`src/rtl/obstacle_scheduler.sv`:
```
// obstacle_scheduler
// Sequencer for the obstacle generators of the dodge game. While a game runs,
// it alternates between gap periods and obstacle periods, both counted in
// frames. It picks each new obstacle from a free-running LFSR. It never picks
// the same code twice in a row. It keeps a survived-obstacle count for the
// score display.
//
// Ports:
//   pclk            pixel clock, the only clock
//   rst             synchronous active-high reset
//   game_on         game screen active
//   menu_on         menu screen active
//   frame_tick      one-cycle pulse per frame (hcount=0, vcount=0)
//   obstacle_done   early-finish pulse from the active obstacle module
//   selected        obstacle code, 0 = none, 1..4 = obstacle (3 = lasers)
//   obstacle_active high while an obstacle is selected
//   obstacle_end    one-cycle pulse when an obstacle period ends normally
//   obstacle_count  obstacles survived this game, saturating at 255
module obstacle_scheduler #(
  parameter int         GAP_FRAMES      = 60,
  parameter int         OBSTACLE_FRAMES = 600,
  parameter logic [7:0] LFSR_SEED       = 8'hA5
) (
  input  logic       pclk,
  input  logic       rst,
  input  logic       game_on,
  input  logic       menu_on,
  input  logic       frame_tick,
  input  logic       obstacle_done,
  output logic [3:0] selected,
  output logic       obstacle_active,
  output logic       obstacle_end,
  output logic [7:0] obstacle_count
);

  typedef enum logic [1:0] {IDLE, GAP, ACTIVE} state_t;

  localparam logic [11:0] GAP_LIMIT = 12'(GAP_FRAMES);
  localparam logic [11:0] OBS_LIMIT = 12'(OBSTACLE_FRAMES);
  // An all-zero seed would lock the LFSR at zero.
  localparam logic [7:0]  SEED      = (LFSR_SEED == 8'h00) ? 8'h01 : LFSR_SEED;

  state_t      state_reg, state_next;
  logic [11:0] frame_cnt_reg, frame_cnt_next;
  logic [7:0]  lfsr_reg, lfsr_next;
  logic [2:0]  prev_code_reg, prev_code_next;
  logic [3:0]  selected_reg, selected_next;
  logic        active_reg, active_next;
  logic        end_reg, end_next;
  logic [7:0]  count_reg, count_next;

  logic        abort;
  logic [11:0] frame_cnt_inc;
  logic [2:0]  cand;
  logic [2:0]  code;

  assign abort         = menu_on | ~game_on;
  assign frame_cnt_inc = frame_cnt_reg + 12'd1;

  // The candidate comes from the low LFSR bits. On a repeat of the last
  // code, the pick steps to the next code and wraps 4 back to 1.
  assign cand = {1'b0, lfsr_reg[1:0]} + 3'd1;
  assign code = (cand != prev_code_reg) ? cand :
                (cand == 3'd4)          ? 3'd1 : cand + 3'd1;

  always_ff @(posedge pclk) begin
    if (rst) begin
      state_reg     <= IDLE;
      frame_cnt_reg <= 12'd0;
      lfsr_reg      <= SEED;
      prev_code_reg <= 3'd0;
      selected_reg  <= 4'd0;
      active_reg    <= 1'b0;
      end_reg       <= 1'b0;
      count_reg     <= 8'd0;
    end else begin
      state_reg     <= state_next;
      frame_cnt_reg <= frame_cnt_next;
      lfsr_reg      <= lfsr_next;
      prev_code_reg <= prev_code_next;
      selected_reg  <= selected_next;
      active_reg    <= active_next;
      end_reg       <= end_next;
      count_reg     <= count_next;
    end
  end

  always_comb begin
    state_next     = state_reg;
    frame_cnt_next = frame_cnt_reg;
    lfsr_next      = {lfsr_reg[6:0], lfsr_reg[7] ^ lfsr_reg[5] ^ lfsr_reg[4] ^ lfsr_reg[3]};
    prev_code_next = prev_code_reg;
    selected_next  = selected_reg;
    active_next    = active_reg;
    end_next       = 1'b0;
    count_next     = count_reg;

    if (abort) begin
      // The count is held so the final score stays on screen.
      state_next     = IDLE;
      frame_cnt_next = 12'd0;
      selected_next  = 4'd0;
      active_next    = 1'b0;
    end else begin
      case (state_reg)
        IDLE: begin
          state_next     = GAP;
          frame_cnt_next = 12'd0;
          count_next     = 8'd0;
          prev_code_next = 3'd0;
          selected_next  = 4'd0;
          active_next    = 1'b0;
        end
        GAP: begin
          if (frame_tick) begin
            if (frame_cnt_inc == GAP_LIMIT) begin
              state_next     = ACTIVE;
              frame_cnt_next = 12'd0;
              selected_next  = {1'b0, code};
              active_next    = 1'b1;
              prev_code_next = code;
            end else begin
              frame_cnt_next = frame_cnt_inc;
            end
          end
        end
        ACTIVE: begin
          // A coincident early finish and final tick give a single end.
          if (obstacle_done || (frame_tick && frame_cnt_inc == OBS_LIMIT)) begin
            state_next     = GAP;
            frame_cnt_next = 12'd0;
            selected_next  = 4'd0;
            active_next    = 1'b0;
            end_next       = 1'b1;
            count_next     = (count_reg == 8'hFF) ? count_reg : count_reg + 8'd1;
          end else if (frame_tick) begin
            frame_cnt_next = frame_cnt_inc;
          end
        end
        default: begin
          state_next = IDLE;
        end
      endcase
    end
  end

  assign selected        = selected_reg;
  assign obstacle_active = active_reg;
  assign obstacle_end    = end_reg;
  assign obstacle_count  = count_reg;

endmodule
```
`config.mk`:
```
export PLATFORM = sky130hd
export DESIGN_NAME = obstacle_scheduler
export DESIGN_NICKNAME = d
export VERILOG_FILES = /design/src/rtl/obstacle_scheduler.sv
export SDC_FILE = /design/constraint.sdc
export NUM_CORES = 1
export LEC_CHECK = 0
export CAP_MARGIN = 20
export CELL_PAD_IN_SITES_DETAIL_PLACEMENT = 2
export CELL_PAD_IN_SITES_GLOBAL_PLACEMENT = 2
export CORE_MARGIN = 5
export CORE_UTILIZATION = 30
export CTS_BUF_LIST = sky130_fd_sc_hd__clkbuf_4 sky130_fd_sc_hd__clkbuf_8
export DETAILED_ROUTE_END_ITERATION = 8
export PLACE_DENSITY_LB_ADDON = 0.1
export RECOVER_POWER = 25
export SYNTH_ARGS = -nofsm -noshare
export SYNTH_HDL_FRONTEND = slang
export SYNTH_SLANG_ARGS = --single-unit
```
`constraint.sdc`:
```
create_clock -name pclk -period 3.3 [get_ports pclk]
set_clock_uncertainty 0.2 [all_clocks]
set_input_delay 0.66 -clock pclk [delete_from_list [all_inputs] [get_ports pclk]]
set_output_delay 0.66 -clock pclk [all_outputs]
set_load 0.02 [all_outputs]
```
[Word-level counts from Yosys, hierarchy flattened]
Index checks and enable logic that the tools add are counted.
Storage, ports and cells
  flip-flop bits (word level): 39
  bits of input ports: 6
  output and inout port bits: 14
  logic and storage cells: 70
Operators by class
  add/sub/neg operators: 4
  eq/ne operators: 12
  mux-type cells: 26
  bitwise operators: 7
  reduce and logical (&&, ||, !) cells: 13
Operator list (count)
  $mux 12: 4
  $pmux 12 s3: 1
  $mux 8: 2
  $pmux 8 s2: 1
  $add 12x1->12 const B: 1
  $eq 12x10->1 const B: 1
  $eq 12x6->1 const B: 1
  $mux 3: 4
  $mux 4: 3
  $pmux 4 s3: 1
  $reduce_and 4->1: 3
  $add 8x1->8 const B: 1
  $eq 8x8->1 const B: 1
  $ne 2x2->1 const B: 4
  $mux 2: 3
  $pmux 2 s3: 1
  $pmux 3 s2: 1
  $reduce_and 3->1: 2
  $mux 1: 4
  $reduce_bool 2->1: 2
  $add 2x1->3 const B: 1
  $add 3x1->3 const B: 1
  $eq 3x3->1 const B: 1
  $ne 3x3->1: 1
  13 further kinds: 17

[Logic depth before layout (Yosys ltp)]
Gate-level depths: netlist of run 1.
  depth after elaboration: 7
  gate-level depth with buffers: 10
  mapped depth without buffers: 9

[Worst setup path before layout of run 1]
Ideal clock, no wire load.
  path kind: flip-flop to flip-flop
  from: register frame_cnt_reg[0]
  to: register prev_code_reg[0]
  setup time: 128 ps
  arrival time: 2537 ps
  required time: 2972 ps
  setup slack: 435 ps
  stages on the path, launching flop included: 10
  path buffers: 1
  period minus slack after synthesis: 2865 ps
  cell sequence: dfxtp_1 -> ha_1 -> nand3_2 -> or4_4 -> a22oi_4 -> a41oi_2 -> or3_1 -> clkbuf_1 -> mux2i_1 -> nor2_1
Between the ends
  longest elaborated chain between the ends: 4
RTL lines
  from (decl): line 44  | logic [11:0] frame_cnt_reg, frame_cnt_next;
  from (signal assigned): line 78  | frame_cnt_reg <= frame_cnt_next;
  $add 12x1->12: line 58  | assign frame_cnt_inc = frame_cnt_reg + 12'd1;
  $eq 12x6->1: line 116  | if (frame_cnt_inc == GAP_LIMIT) begin
  $ne 2x2->1 (no line)
  $reduce_and 4->1 (no line)
  to (signal assigned): line 80  | prev_code_reg <= prev_code_next;
  to (decl): line 46  | logic [2:0] prev_code_reg, prev_code_next;
Every way passes these cells.
A chain may end at the register's enable or synchronous reset.

[Worst setup path in the final report of run 1]
  from: register frame_cnt_reg[0]
  to: register count_reg[5], in the netlist obstacle_count[5]
Between the ends
  longest elaborated chain between the ends: 6
RTL lines
  $add 12x1->12: line 58
  $eq 12x10->1: line 129  | if (obstacle_done || (frame_tick && frame_cnt_inc == OBS_LIMIT)) begin
  $logic_and 1x1->1: line 129
  $logic_or 1x1->1: line 129
  $ne 2x2->1 (no line)
  $reduce_and 4->1 (no line)
  to (signal assigned): line 84  | count_reg <= count_next;
  to (decl): line 50  | logic [7:0] count_reg, count_next;
Every way passes these cells.

==> flow_metrics.tcl, run 1 <==
set metrics [dict create \
    maxSlewHeadroom_pct 53.0 \
    worst-path-max-fanout 10 \
    drt_pass1_iterations 3 \
    grtUsageTotal_pct 15.1 \
    max_freq_mhz 323 \
    syn-num-nets 283 \
    cts_buffers 5 \
    via_count 1934 \
    ys_types 49 \
    holdCritPathClass "flop to flop" \
    power_switching_uw 246 \
    p_int_uw 679 \
    max-clock-path-buffers 2 \
    syn-cell-area_um2 2210 \
    hold_violations 0 \
    post-place-ws_ps 175 \
    ys_seq_area_share_pct 34.5 \
    clock-sinks 38 \
    power.density_nw_per_um2 353 \
    grt_antenna_before_repair 0 \
    hold_depth 1 \
    post-dp-hpwl_um 4710 \
    post_cts_buffers 0 \
    setup_ws_ps 200 \
    status "completed" \
    p_comb_share_pct 10.5 \
    required_ps 3320 \
    antennaDiodeCount 0 \
    critPathKind "flop to flop" \
    drc 0 \
    fp.coreArea_um2 7210 \
    cts_root_buf "clkbuf_8" \
    grt_pass1_vias 2094 \
    ant_nets 0 \
    finalSetupTns_ps 0 \
    gp_congestion 0.802 \
    worstReg2RegStart "frame_cnt_reg[0]" \
    p_clk_share_pct 38.0 \
    synthCells 268 \
    reg2regPathDepth 8 \
    synth_edf_count 0 \
    async_reset_ff_share_pct 0 \
    grt_overflow 0 \
    synth_seq_cells 38 \
    cts_tree "done" \
    pin_count 20 \
    cp-start-kind "flop" \
    die-area_um2 9170 \
    fin_nets 306 \
    drt_iter0_drc 25 \
    swShare_pct 26.6 \
    p_seq_share_pct 51.5 \
    die_h_um 95.8 \
    min_period_over_period_pct 93.9 \
    period_needed_ps 3100 \
    ctsResizeCount 0 \
    fillers 866 \
    arrival_ps 3120 \
    hold_end "lfsr_reg[7]" \
    grt_first_pass_wirelength_um 10600 \
    end_kind "flop" \
    hold_buffers 0 \
    r2r-end "obstacle_count[5]" \
    synthToLayoutAreaGrowth_pct 18.8 \
    h-tree-depth 2 \
    grt_max_degree 17 \
    tightest_slew_ps 705 \
    start_util_pct 30.6 \
    rsz0062_at_grt "false" \
    cts.clk_slew.worst_paths_ps 80 \
    setup_viol 0 \
    fp.dieW_um 95.8 \
    drt_wl_total_um 6210 \
    clk_latency_ps 300 \
    yosysWarnings 0 \
    rrSetupSlack_ps 200 \
    num_rows 31 \
    largest_register_ffs 12 \
    drv_slew 0 \
    synthFlopType "dfxtp_1" \
    synth_area_per_cell_um2 8.23 \
    p_leak_uw 0.000967 \
    numPortBuffers 18 \
    viasPerCell 4.95 \
    worstHoldStart "lfsr_reg[6]" \
    wire_per_inst_um 15.9 \
    ir_drop_uv 181 \
    final_layout_size_suffix_gt1_share_pct 12.0 \
    drv_cap 0 \
]
==> per-stage QoR <==
stage                     total power, uW  cells  utilization (%)  hold WS [ps]  area (um^2)
after floorplan                       554    268                -           189         2210
after global placement                583    383             35.0           196         2530
after detailed placement              586    383             35.0           207         2530
after CTS                             942    391             36.4           231         2620
after global routing                  970    391             36.3           260         2620
final                                 925    391             36.3           227         2620
==> power by group through the flow <==
| stage | combinational, uW | clock (uW) | sequential [uW] |
|---|---|---|---|
| floorplan | 68.4 | 0 | 486 |
| global placement | 95.8 | 0 | 487 |
| detailed placement | 97.9 | 0 | 488 |
| CTS | 98.9 | 366 | 477 |
| global route | 109 | 383 | 478 |
| finish | 96.9 | 352 | 477 |
==> metal layers <==
layer  vias up  global-route usage (%)  part of all wire [%]
met1       930                    18.9                    48
met4         0                    5.33                   1.7
met2        11                    26.1                    49
met3         8                    2.66                   1.4
met5         -                       0                     0
li1        985                       -                     -
==> cell type report <==
cell class | instances | area [um^2] | share of cell area (%)
Sequential cell | 38 | 761 | 29.0
Inverter | 9 | 33.8 | 1.29
Timing Repair Buffer | 26 | 236 | 9.02
Multi-Input combinational cell | 211 | 1370 | 52.3
Clock inverter | 2 | 12.5 | 0.477
Clock buffer | 6 | 82.6 | 3.15
Tap cell | 99 | 124 | 4.73
==> cells in the final DEF (no fill, tap or decap), types with 8 or more instances in the layout <==
cell type / Yosys / routed
nand3_1: 8 / 8
nand2_1: 31 / 31
inv_1: 9 / 9
ha_1: 9 / 8
a21oi_1: 12 / 12
or2_2: 8 / 8
o21ai_0: 18 / 18
nor2_1: 27 / 27
dfxtp_1: 38 / 38
clkdlybuf4s50_1: 0 / 13
nor3_1: 8 / 8
==> cells by family (layout without fill, tap and decap cells) <==
family          Yosys count  after routing  synth area share [%]
compound gates           62             62                  20.5
xor+xnor                 13             13                  5.16
fa+ha+maj                 9              9                  5.11
buf+inv                  19             43                  3.46
flops                    38             38                  34.5
mux                       7              7                  3.18
other cells               1              1                 0.170
simple gates            119            119                  27.9
==> critical path, stage by stage, from the launching register on <==
cell     delay [ps]
dfxtp_1         440
ha_2            280
nand3_2         150
or4_4           590
a22oi_4         250
a41oi_4         210
or3_1           430
or3_1           310
a31oi_1         170
==> synthesized netlist by cell type (all sizes together) (3+ instances only) <==
library cell  instances  share of area, %
nand4                 3              0.85
o21ai                19               4.3
xnor2                 6               2.4
o211ai                4               1.6
nor3                  8               1.8
a21oi                12               2.7
a41oi                 3               2.7
inv                   9               1.5
nand2b                5               1.4
or3                   7               2.0
nand3                 9               2.3
mux2i                 7               3.2
o21a                  5               1.7
nor2b                 4               1.1
or2                   8               2.3
nand2                31               5.3
nor4                  5               2.1
xor2                  7               2.8
nor2                 27               4.6
clkbuf                8               1.4
nor3b                 3               1.0
dfxtp                38                34
and2                  4               1.1
a21o                  4               1.4
ha                    9               5.1
==> worst max path at each step <==
stage | endpoint | cells after the start | start
6_report | obstacle_count[5] | 8 | frame_cnt_reg[0]
5_1_grt | obstacle_count[5] | 8 | frame_cnt_reg[1]
4_1_cts | frame_cnt_reg[11] | 9 | frame_cnt_reg[0]
3_5_place_dp | frame_cnt_reg[11] | 9 | frame_cnt_reg[0]
3_3_place_gp | frame_cnt_reg[11] | 9 | frame_cnt_reg[0]
2_1_floorplan | prev_code_reg[0] | 9 | frame_cnt_reg[0]
No activity file was read; power rests on OpenSTA's default activity.
==> run 2: changes to the inputs <==
CTS_CLUSTER_DIAMETER = 120   (was unset)
==> results of run 2 <==
Final layout, timing and power as in run 1 (identical DEF).
